<file path="config.mk">
export PLATFORM = sky130hd
export DESIGN_NAME = acia_ctrl
export DESIGN_NICKNAME = d
export VERILOG_FILES = /design/src/rtl/acia_ctrl.sv
export SDC_FILE = /design/constraint.sdc
export NUM_CORES = 1
export LEC_CHECK = 0
export ABC_AREA = 1
export CAP_MARGIN = 0
export CORE_ASPECT_RATIO = 1.2
export CORE_MARGIN = 5
export CORE_UTILIZATION = 25
export CTS_BUF_LIST = sky130_fd_sc_hd__clkbuf_4
export DETAILED_ROUTE_END_ITERATION = 12
export GPL_ROUTABILITY_DRIVEN = 0
export GPL_TIMING_DRIVEN = 1
export HOLD_SLACK_MARGIN = 0.05
export PLACE_DENSITY = 0.56
export SLEW_MARGIN = 20
export SYNTH_ARGS = -nofsm -noshare
export SYNTH_HDL_FRONTEND = slang
export SYNTH_SLANG_ARGS = --single-unit
export TNS_END_PERCENT = 30
</file>
<file path="constraint.sdc">
create_clock -name clk -period 1.4 [get_ports clk]
set_input_delay 0.14 -clock clk [delete_from_list [all_inputs] [get_ports clk]]
set_output_delay 0.14 -clock clk [all_outputs]
set_load 0.01 [all_outputs]
</file>
<file path="src/rtl/acia_ctrl.sv">
// ACIA bus master: power-up configuration, status polling, round-robin TX
// sharing between two byte requesters, and a one-entry RX output buffer.
module acia_ctrl #(
    parameter logic [7:0] CTRL_INIT = 8'h15
) (
    input  logic       clk,
    input  logic       rst,
    output logic       acia_cs,
    output logic       acia_we,
    output logic       acia_rs,
    output logic [7:0] acia_din,
    input  logic [7:0] acia_dout,
    input  logic       req0_valid,
    input  logic [7:0] req0_data,
    output logic       req0_ready,
    input  logic       req1_valid,
    input  logic [7:0] req1_data,
    output logic       req1_ready,
    output logic       rx_valid,
    output logic [7:0] rx_data,
    input  logic       rx_ready,
    output logic [7:0] err_count
);

    localparam logic [2:0] S_INIT_RST = 3'd0;
    localparam logic [2:0] S_INIT_CFG = 3'd1;
    localparam logic [2:0] S_POLL     = 3'd2;
    localparam logic [2:0] S_EVAL     = 3'd3;
    localparam logic [2:0] S_WRITE    = 3'd4;
    localparam logic [2:0] S_READ     = 3'd5;
    localparam logic [2:0] S_CAPTURE  = 3'd6;

    logic [2:0] state_q, state_d;
    logic       grant_q, grant_d;
    logic       last_grant_q;
    logic       err_prev_q;
    logic [7:0] err_cnt_q;
    logic       rx_valid_q;
    logic [7:0] rx_data_q;
    logic       eval_grant;

    // On a tie the requester that did not win last time is served.
    assign eval_grant = (req0_valid && req1_valid) ? ~last_grant_q : req1_valid;

    always_comb begin
        // NOTE: every output of a combinational block gets a default first, so no latch is inferred.
        state_d = state_q;
        grant_d = grant_q;
        case (state_q)
            S_INIT_RST: state_d = S_INIT_CFG;
            S_INIT_CFG: state_d = S_POLL;
            S_POLL:     state_d = S_EVAL;
            S_EVAL: begin
                if (acia_dout[0] && !rx_valid_q) begin
                    state_d = S_READ;
                end else if (acia_dout[1] && (req0_valid || req1_valid)) begin
                    state_d = S_WRITE;
                    grant_d = eval_grant;
                end else begin
                    state_d = S_POLL;
                end
            end
            S_WRITE:    state_d = S_POLL;
            S_READ:     state_d = S_CAPTURE;
            S_CAPTURE:  state_d = S_POLL;
            default:    state_d = S_INIT_RST;
        endcase
    end

    // Bus strobes are gated by rst so nothing reaches the ACIA while reset is held.
    always_comb begin
        acia_cs    = 1'b0;
        acia_we    = 1'b0;
        acia_rs    = 1'b0;
        acia_din   = 8'h00;
        req0_ready = 1'b0;
        req1_ready = 1'b0;
        if (!rst) begin
            case (state_q)
                S_INIT_RST: begin
                    acia_cs  = 1'b1;
                    acia_we  = 1'b1;
                    acia_din = 8'h03;
                end
                S_INIT_CFG: begin
                    acia_cs  = 1'b1;
                    acia_we  = 1'b1;
                    acia_din = CTRL_INIT;
                end
                S_POLL: acia_cs = 1'b1;
                S_WRITE: begin
                    acia_cs    = 1'b1;
                    acia_we    = 1'b1;
                    acia_rs    = 1'b1;
                    acia_din   = grant_q ? req1_data : req0_data;
                    req0_ready = ~grant_q;
                    req1_ready = grant_q;
                end
                S_READ: begin
                    acia_cs = 1'b1;
                    acia_rs = 1'b1;
                end
                default: ;
            endcase
        end
    end

    always_ff @(posedge clk) begin
        // NOTE: sequential state uses non-blocking assignments so every register samples pre-edge values.
        if (rst) begin
            state_q      <= S_INIT_RST;
            grant_q      <= 1'b0;
            last_grant_q <= 1'b1;
            err_prev_q   <= 1'b0;
            err_cnt_q    <= 8'h00;
            rx_valid_q   <= 1'b0;
            rx_data_q    <= 8'h00;
        end else begin
            state_q <= state_d;
            grant_q <= grant_d;
            if (state_q == S_WRITE) begin
                last_grant_q <= grant_q;
            end
            if (state_q == S_EVAL) begin
                err_prev_q <= acia_dout[4];
                if (acia_dout[4] && !err_prev_q && (err_cnt_q != 8'hFF)) begin
                    err_cnt_q <= err_cnt_q + 8'd1;
                end
            end
            if (state_q == S_CAPTURE) begin
                rx_data_q  <= acia_dout;
                rx_valid_q <= 1'b1;
            end else if (rx_valid_q && rx_ready) begin
                rx_valid_q <= 1'b0;
            end
        end
    end

    assign rx_valid  = rx_valid_q;
    assign rx_data   = rx_data_q;
    assign err_count = err_cnt_q;

endmodule

</file>
==> results.md, run 1 <==
- After floorplanning, the core was sized to cover 0.004835 mm2.
- The number of buffers inserted during clock tree synthesis is 3.
- Measured along the y axis, the die boundary spans 86.68 um.
- The tool flagged a number of max-cap violations equal to 0.
- The register area is 478.0 um2.
- The delay of the slowest critical-path stage is 360 ps.
- The detailed placement HPWL is 2.926 mm.
- The worst IR drop on VDD is 0.2940 mV.
- The final layout net count is 316.
- Relative to the synthesized area, the layout overhead comes to 82.84%.
- The initialized floorplan defines 28 standard-cell rows.
- The final period utilization is 1.195.
- The synthesized instance count is 187.
- The tree is rooted in a clkbuf_4.
- For this run, the register share of the synthesized area comes to 0.3759.
- During synthesis, Yosys emitted a total of 0 warnings.
- The routed layout has 1500 vias.
- In this run the number of H-tree levels came out at 1.
- The relative max-transition margin is 0.8306.
- The critical path data required time is 1260 ps.
- Synthesis produced a netlist with a net count of 217.
- The endpoint arrival time on the critical path is 1530 ps.
- The clock sink count is 23.
- After detailed routing, the average wire length per cell comes to 11.12 um.
- The library cell contributing the largest single delay on the critical path is dfxtp_2.
- The first global-routing pass estimated 6.451 mm of wire.
- The total count of hold-check failures in the final report is 0.
- The number of global-route vias before repair is 1502.
- The clock network latency to the later pin of the worst-skew pair is 310 ps.
- The power per cell area is 604.3 mW/mm2.
- The post-placement cell area is 0.002064 mm2.
- The register-to-register setup slack is around 110 ps.
- After routing the design area is 0.002240 mm2.
- The signal on the critical path passes through nor2_4, nand2_4, nor2_4, buf_6, buf_6, nand2_2, a31oi_1, buf_2.
- The all-layer global routing usage is 0.1256.
- The checks that failed: setup timing.
- For the pin with the worst max-slew slack, the measured transition is about 250 ps.
- The buffer and inverter count on the worst path is 3.
- The area of the mapped netlist is 0.001225 mm2.
- In the final layout, the multi-input gates occupy 709.4 um2.
- For this design the top-level I/O count stands at 59.
- The die is 73.90 um wide.
- The final wirelength is 3.838 mm.
- Buffers placed on the I/O ports in this run total 58.
- Summed over all layers, the global routing overflow is 0.
- The number of distinct library cells after synthesis is 20.
- Among cell families on the critical path, the largest total delay comes from simple AND/OR/NAND/NOR gates.
- After the first detailed-routing iteration, the DRC count stood at 41.
- Dividing the detail-routed via count by the number of cells gives 4.348.
- The largest clock skew in the final design is 1.666 ps.
- The CTS tree is built.
- The kind of start point of the critical path is a flip-flop.
- The worst setup path is of the flip-flop to output pin kind.
- The final-report max-slew violation count was 0.
- The initial core utilization is 0.2534.
- The clock passes through at most 2 buffers.
- The largest net degree at the start of global routing is 16.
- The fmax is 0.5980 GHz.
- The routed design could run at a clock period as short as between 1500 and 2000 ps.
- The count of nets left with antenna violations once routing finished came out at 0.
- Setup violations remaining at the end of the flow were counted as 11.
- In the final layout, the share of cells above drive strength 1 is 0.3053.
- The first-pass detailed-route iteration total is 4.
- Counting the fill cells in the layout gives 510.
- The number of diodes added for antenna fixing is 0.
- The final core utilization is 0.4633.
- Clock-pin slew was measured on the worst setup and hold paths at 130 ps.
- Summed over all cells, the static leakage comes to 1.132 nW.
- The area of the die is approximately 0.0064 mm2.
- Setup repair after global routing could not meet its margin everywhere.
- A synthesized cell averages 6.550 um2.
- The worst hold path belongs to the class input port to flip-flop.
- The register bit total from synthesis is 23.
- The initial antenna violation count is 0.
- Setup slack on the critical path of the routed design comes to -272.3 ps.
- The run finished, with violations left.
- In this run the worst path has a maximum fanout of 4.
- In the routed design, unresolved DRC markers number 0.
- The worst setup path is captured at an output pin.
[logic make-up (layout without fill, tap and decap cells)]
family / Yosys count / count (layout) / share of synthesized area
compound gates: 38 / 38 / 0.1685
xor+xnor: 3 / 3 / 0.02145
fa+ha+maj: 1 / 1 / 0.01021
buf+inv: 25 / 123 / 0.08069
flops: 23 / 23 / 0.3759
simple gates: 97 / 97 / 0.3432
[repair_timing]
action | 4_1_cts | 5_1_grt
hold buffers | 0 | 0
buffers inserted | 11 | 4
pin swaps | 4 | 6
setup endpoints to repair | 22 | 28
gates resized for setup | 80 | 20
[metal layers]
metal	track usage	vias up	routed length (um)
li1	-	792	-
met1	0.1404	674	1486
met2	0.2331	28	2125
met3	0.01856	6	168
met4	0.04778	0	57
met5	0	-	0
[final cells by class]
cell class | count | share of cell area
well taps | 60 | 0.03352
multi-input cells | 139 | 0.3168
clock inverters | 1 | 0.002235
clock buffers | 3 | 0.01006
flip-flops and latches | 23 | 0.2134
repair buffers | 99 | 0.3888
inverters | 20 | 0.03520
[placed cells by master (no fill, tap or decap), types with 2 or more instances in the layout]
| cell | count |
|---|---|
| nor2_2 | 2 |
| dfxtp_4 | 2 |
| nand2_2 | 4 |
| o21ai_0 | 15 |
| nor3_2 | 2 |
| nor2_1 | 34 |
| a22oi_1 | 3 |
| dlymetal6s2s_1 | 6 |
| inv_1 | 18 |
| nand3_1 | 6 |
| a21oi_1 | 14 |
| nor2_4 | 5 |
| buf_4 | 32 |
| buf_2 | 13 |
| xor2_1 | 3 |
| dfxtp_2 | 8 |
| buf_6 | 8 |
| clkbuf_4 | 3 |
| clkdlybuf4s50_1 | 31 |
| dfxtp_1 | 13 |
| a31oi_1 | 3 |
| nand2_1 | 40 |
| dlygate4sd2_1 | 8 |
[metrics by stage]
step	setup slack [ps]	total power, W	TNS, ps	cells	hold WS [ps]
after detailed placement	-330.9	0.001039	-5386	326	449.4
after CTS	-319.9	0.001371	-2287	341	374.9
final	-272.3	0.001353	-2099	345	382.5
after global placement	-323.5	0.001039	-4993	326	448.7
after floorplan	54.60	0.0008223	0	187	228.4
after global routing	-382.3	0.001440	-3413	345	383.0
[flip-flops by register name, summed over array words and instances, names as in the netlist]
| register | count |
|---|---|
| err_count | 8 |
| rx_data | 8 |
| state_q | 3 |
| err_prev_q | 1 |
| grant_q | 1 |
| last_grant_q | 1 |
| rx_valid | 1 |
[where the power goes]
group	total [W]	switching [W]	internal, W
registers	0.000688	0.0000161	0.000672
logic	0.000347	0.000151	0.000196
clock network	0.000319	0.000212	0.000107
total	0.00135	0.000379	0.000975
[tightest hold or removal path, stage by stage]
cell and delay [ps]:
clkdlybuf4s50_1 390, inv_1 70, a21oi_1 60
[cell usage after synthesis]
| master | number | area (um2) |
|---|---|---|
| nand2_1 | 43 | 161.4 |
| nor2_1 | 37 | 138.9 |
| dfxtp_1 | 23 | 460.4 |
| inv_1 | 20 | 75.07 |
| a21oi_1 | 15 | 75.07 |
| o21ai_0 | 15 | 75.07 |
| nand3_1 | 6 | 30.03 |
| a22oi_1 | 4 | 30.03 |
| nor2_4 | 4 | 45.04 |
| a31oi_1 | 3 | 18.77 |
| clkbuf_1 | 3 | 11.26 |
| nor3_1 | 3 | 15.01 |
| xor2_1 | 3 | 26.28 |
| nand2_2 | 2 | 12.51 |
| buf_2 | 1 | 5.000 |
| buf_4 | 1 | 7.510 |
| ha_1 | 1 | 12.51 |
| nand3_2 | 1 | 10.01 |
| nor3b_1 | 1 | 7.510 |
| o21a_1 | 1 | 7.510 |
[worst paths after layout]
kind / start / to / cells past startpoint
worst max-delay path: state_q[0] / acia_din[1] / 8
worst min-delay path: acia_dout[0] / rx_data[0] / 3
worst max register to register: err_count[0] / err_count[0] / 9
worst min register to register: last_grant_q / last_grant_q / 2
No activity file was read; power rests on OpenSTA's default activity.
==> run 2, diff against run 1 <==
==> constraint.sdc (replaced) <==
create_clock -name clk -period 1.6 [get_ports clk]
set_input_delay 0.32 -clock clk [delete_from_list [all_inputs] [get_ports clk]]
set_output_delay 0.32 -clock clk [all_outputs]
set_load 0.01 [all_outputs]
==> results.md, run 2 (synthesis gave the netlist of run 1 again) <==
- The wire length per cell after detailed routing is 11.60 um (was 11.12 um).
- The endpoint arrival time on the critical path is 1510 ps (was 1530 ps).
- The CTS tree is built (unchanged).
- The power per cell area was 544.9 mW/mm2 (was 604.3 mW/mm2).
- The number of vias in the routed layout is 1472 (was 1500).
- The worst IR drop on VDD came to 0.2728 mV (was 0.2940 mV).
- The minimum setup slack in the final design is -233.4 ps (was -272.3 ps).
- The delay of the slowest critical-path stage is 360 ps (about the same).
- The cell that appears most often on the critical path is nor2_4.
- The initial antenna violation count was 0 (unchanged).
- The classification of the worst setup path is flip-flop to output pin (unchanged).
- The final period utilization is 1.146.
- The number of max-cap violations was 0 (unchanged).
- The fmax is 0.5454 GHz.
- The final core utilization is 0.4485 (was 0.4633).
- The number of buffers inserted during clock tree synthesis is 3 (unchanged).
- The residual overflow from global routing is 0 (unchanged).
- The die span in x was 73.90 um (unchanged).
- The combinational fraction of design power is 0.255 (was 0.256).
- The sequential power share was 0.509 (was 0.508).
- The number of diodes added for antenna fixing was 0 (unchanged).
- The critical path endpoint category is an output pin (unchanged).
- The count of pins on the block boundary is 59 (unchanged).
- The depth of the CTS H-tree is 1 (unchanged).
- The root cell of the clock tree is clkbuf_4 (unchanged).
- The critical path data required time came to 1280 ps (was 1260 ps).
- The overall power consumption is 0.001182 W (was 0.001353 W).
- The setup TNS is -1851 ps (was -2099 ps).
- The global-route wire length before repair is 6.437 mm (was 6.451 mm).
- The number of global-route vias before repair is 1449 (was 1502).
- Most frequent cells in the layout: nand2_1, clkdlybuf4s50_1, nor2_1 (was nand2_1, nor2_1, buf_4).
- The final-report max-slew violation count was 0 (unchanged).
- The detailed placement HPWL is 2.944 mm (was 2.926 mm).
- The leakage power is 1.004 nW (was 1.132 nW).
- The clock group share of total power is 0.237 (was 0.236).
- The area of the core region is 0.004835 mm2 (unchanged).
- The proportion of layout cells with a drive suffix above 1 came to 0.2754 (was 0.3053).
- The clock sink count is 23 (unchanged).
- The top fanout value on the critical path came to 4 (unchanged).
- The internal power is 0.0008475 W (was 0.0009746 W).
- The area of the die is 0.006406 mm2 (unchanged).
- The area growth from synthesis to final layout is 77.02% (was 82.84%).
- The net load switching power is 0.0003340 W (was 0.0003789 W).
- The largest clock skew in the final design is 4.425 ps (was 1.666 ps).
- The largest net degree at the start of global routing was 15 (was 16).
- Ordered list of cells on the worst path: nor2_4, nand2_4, nor2_4, buf_6, nand2_1, a31oi_1, buf_2 (was nor2_4, nand2_4, nor2_4, buf_6, buf_6, nand2_2, a31oi_1, buf_2).
- The kind of start point of the critical path is a flip-flop (unchanged).
- The setup violation total in the final timing report came to 11 (unchanged).
- The vertical extent of the die is 86.68 um (unchanged).
- The total count of hold-check failures in the final report is 0 (unchanged).
- The first-pass detailed-route iteration total is 3 (was 4).
- The final wirelength was 3.896 mm (was 3.838 mm).
- The clock-pin slew on the worst setup and hold paths was 140 ps (was 130 ps).
- The final layout net count came to 307 (was 316).
- The number of buffers inserted by port buffering is 58 (unchanged).
- The number of buffers on the longest clock path came to 2 (unchanged).
- The count of antenna-violating nets left after detailed routing is 0 (unchanged).
- Failing checks: setup timing (unchanged).
- Result of the run: complete, but fails checks (unchanged).
- The slew at the pin closest to its max-slew limit came to 388.7 ps (was 253.1 ps).
- The number of standard-cell rows in the floorplan is 28 (unchanged).
- The all-layer global routing usage came to 0.1256 (about the same).
- The depth of the worst register-to-register path is 8 (was 9).
- The number of DRC markers after the initial detailed-route iteration is 50 (was 41).
- The initial core utilization is 0.2534 (unchanged).
- Setup repair after global routing missed its margin: yes (unchanged).
- The library cell contributing the largest single delay on the critical path is dfxtp_2 (unchanged).
- The classification of the worst-slack hold path is flip-flop to flip-flop (was input port to flip-flop).
- The switching power as a share of total power came to 0.2827 (was 0.2799).
- The count of cells along the worst hold path is 2 (was 3).
- The most frequent standard cell in the layout excluding fill and tap cells is nand2_1 (unchanged).
- The fill cell total of the finished layout is 502 (was 510).
- The clock network latency to the later pin of the worst-skew pair was 310 ps (about the same).
- The worst-case hold slack is 484.7 ps (was 382.5 ps).
- The relative max-transition margin came to 0.7406 (was 0.8306).
- The minimum period implied by the final worst setup slack is 1833 ps.
- The number of vias per cell after detailed routing is 4.381 (was 4.348).
- The residual DRC count came to 0 (unchanged).
run 2: changes by cell type in the layout (fill, tap and decap cells not counted), sizes merged:
cell	change
clkinvlp	-1
inv	+1
dlygate4sd2	-6
buf	-9
dlymetal6s2s	-3
clkdlybuf4s50	+9
run 2: metal layers:
layer	wire length [um]	global-route usage	part of all wire
met1	1544	0.1446	0.40
met2	2149	0.2387	0.55
met3	117	0.01392	0.030
met4	85	0.03295	0.022
met5	0	0	0
run 2: what timing repair did:
action | 4_1_cts | 5_1_grt
setup endpoints to repair | 20 | 18
buffers inserted | 10 | 1
resized for setup | 74 | 14
hold buffers | 0 | 0
pin swaps | 6 | 4
gates cloned | 0 | 0
run 2: path summary, 6_finish.rpt:
path	endpoint	from	slack, ps
worst max register to register	err_count[3]	err_count[1]	210
worst min-delay path	rx_valid	rx_valid	480
worst max-delay path	acia_din[4]	state_q[1]	-230
worst min register to register	rx_valid	rx_valid	480
run 2: stage by stage:
step / area [um2] / setup WS [ps] / std cells
CTS: 2123 / -242.8 / 335
detailed placement: 2027 / -389.3 / 321
floorplan: 1225 / 148.1 / 187
global route: 2168 / -306.9 / 336
finish: 2168 / -233.4 / 336
global placement: 2027 / -365.4 / 321
run 2: layout make-up:
class	instances	area (um2)	area share
multi-input cells	139	714.4	0.3295
clock buffers	3	22.52	0.01039
flip-flops and latches	23	480.5	0.2216
repair buffers	90	795.8	0.3670
well taps	60	75.07	0.03462
clock inverters	1	5.005	0.002308
inverters	20	75.07	0.03462
run 2: power by group through the flow:
stage	logic (W)	clock network, W	registers, W
floorplan	0.000102	0	0.000618
global placement	0.000291	0	0.000613
detailed placement	0.000293	0	0.000613
CTS	0.000298	0.000288	0.000603
global route	0.000329	0.000311	0.000604
finish	0.000301	0.000280	0.000601
run 2: worst max-delay path, delay by kind of cell, from the launching register on:
kind	cells	cell delay, ps
and+or+nand+nor	4	410
DFF	1	360
buffers and inverters	2	270
AOI/OAI and AO/OA	1	140
==> run 3, diff against run 2 <==
CTS_CLUSTER_DIAMETER = 200   (was not set)
==> results of run 3 <==
The final DEF is identical to that of run 2; final timing and power are the same.
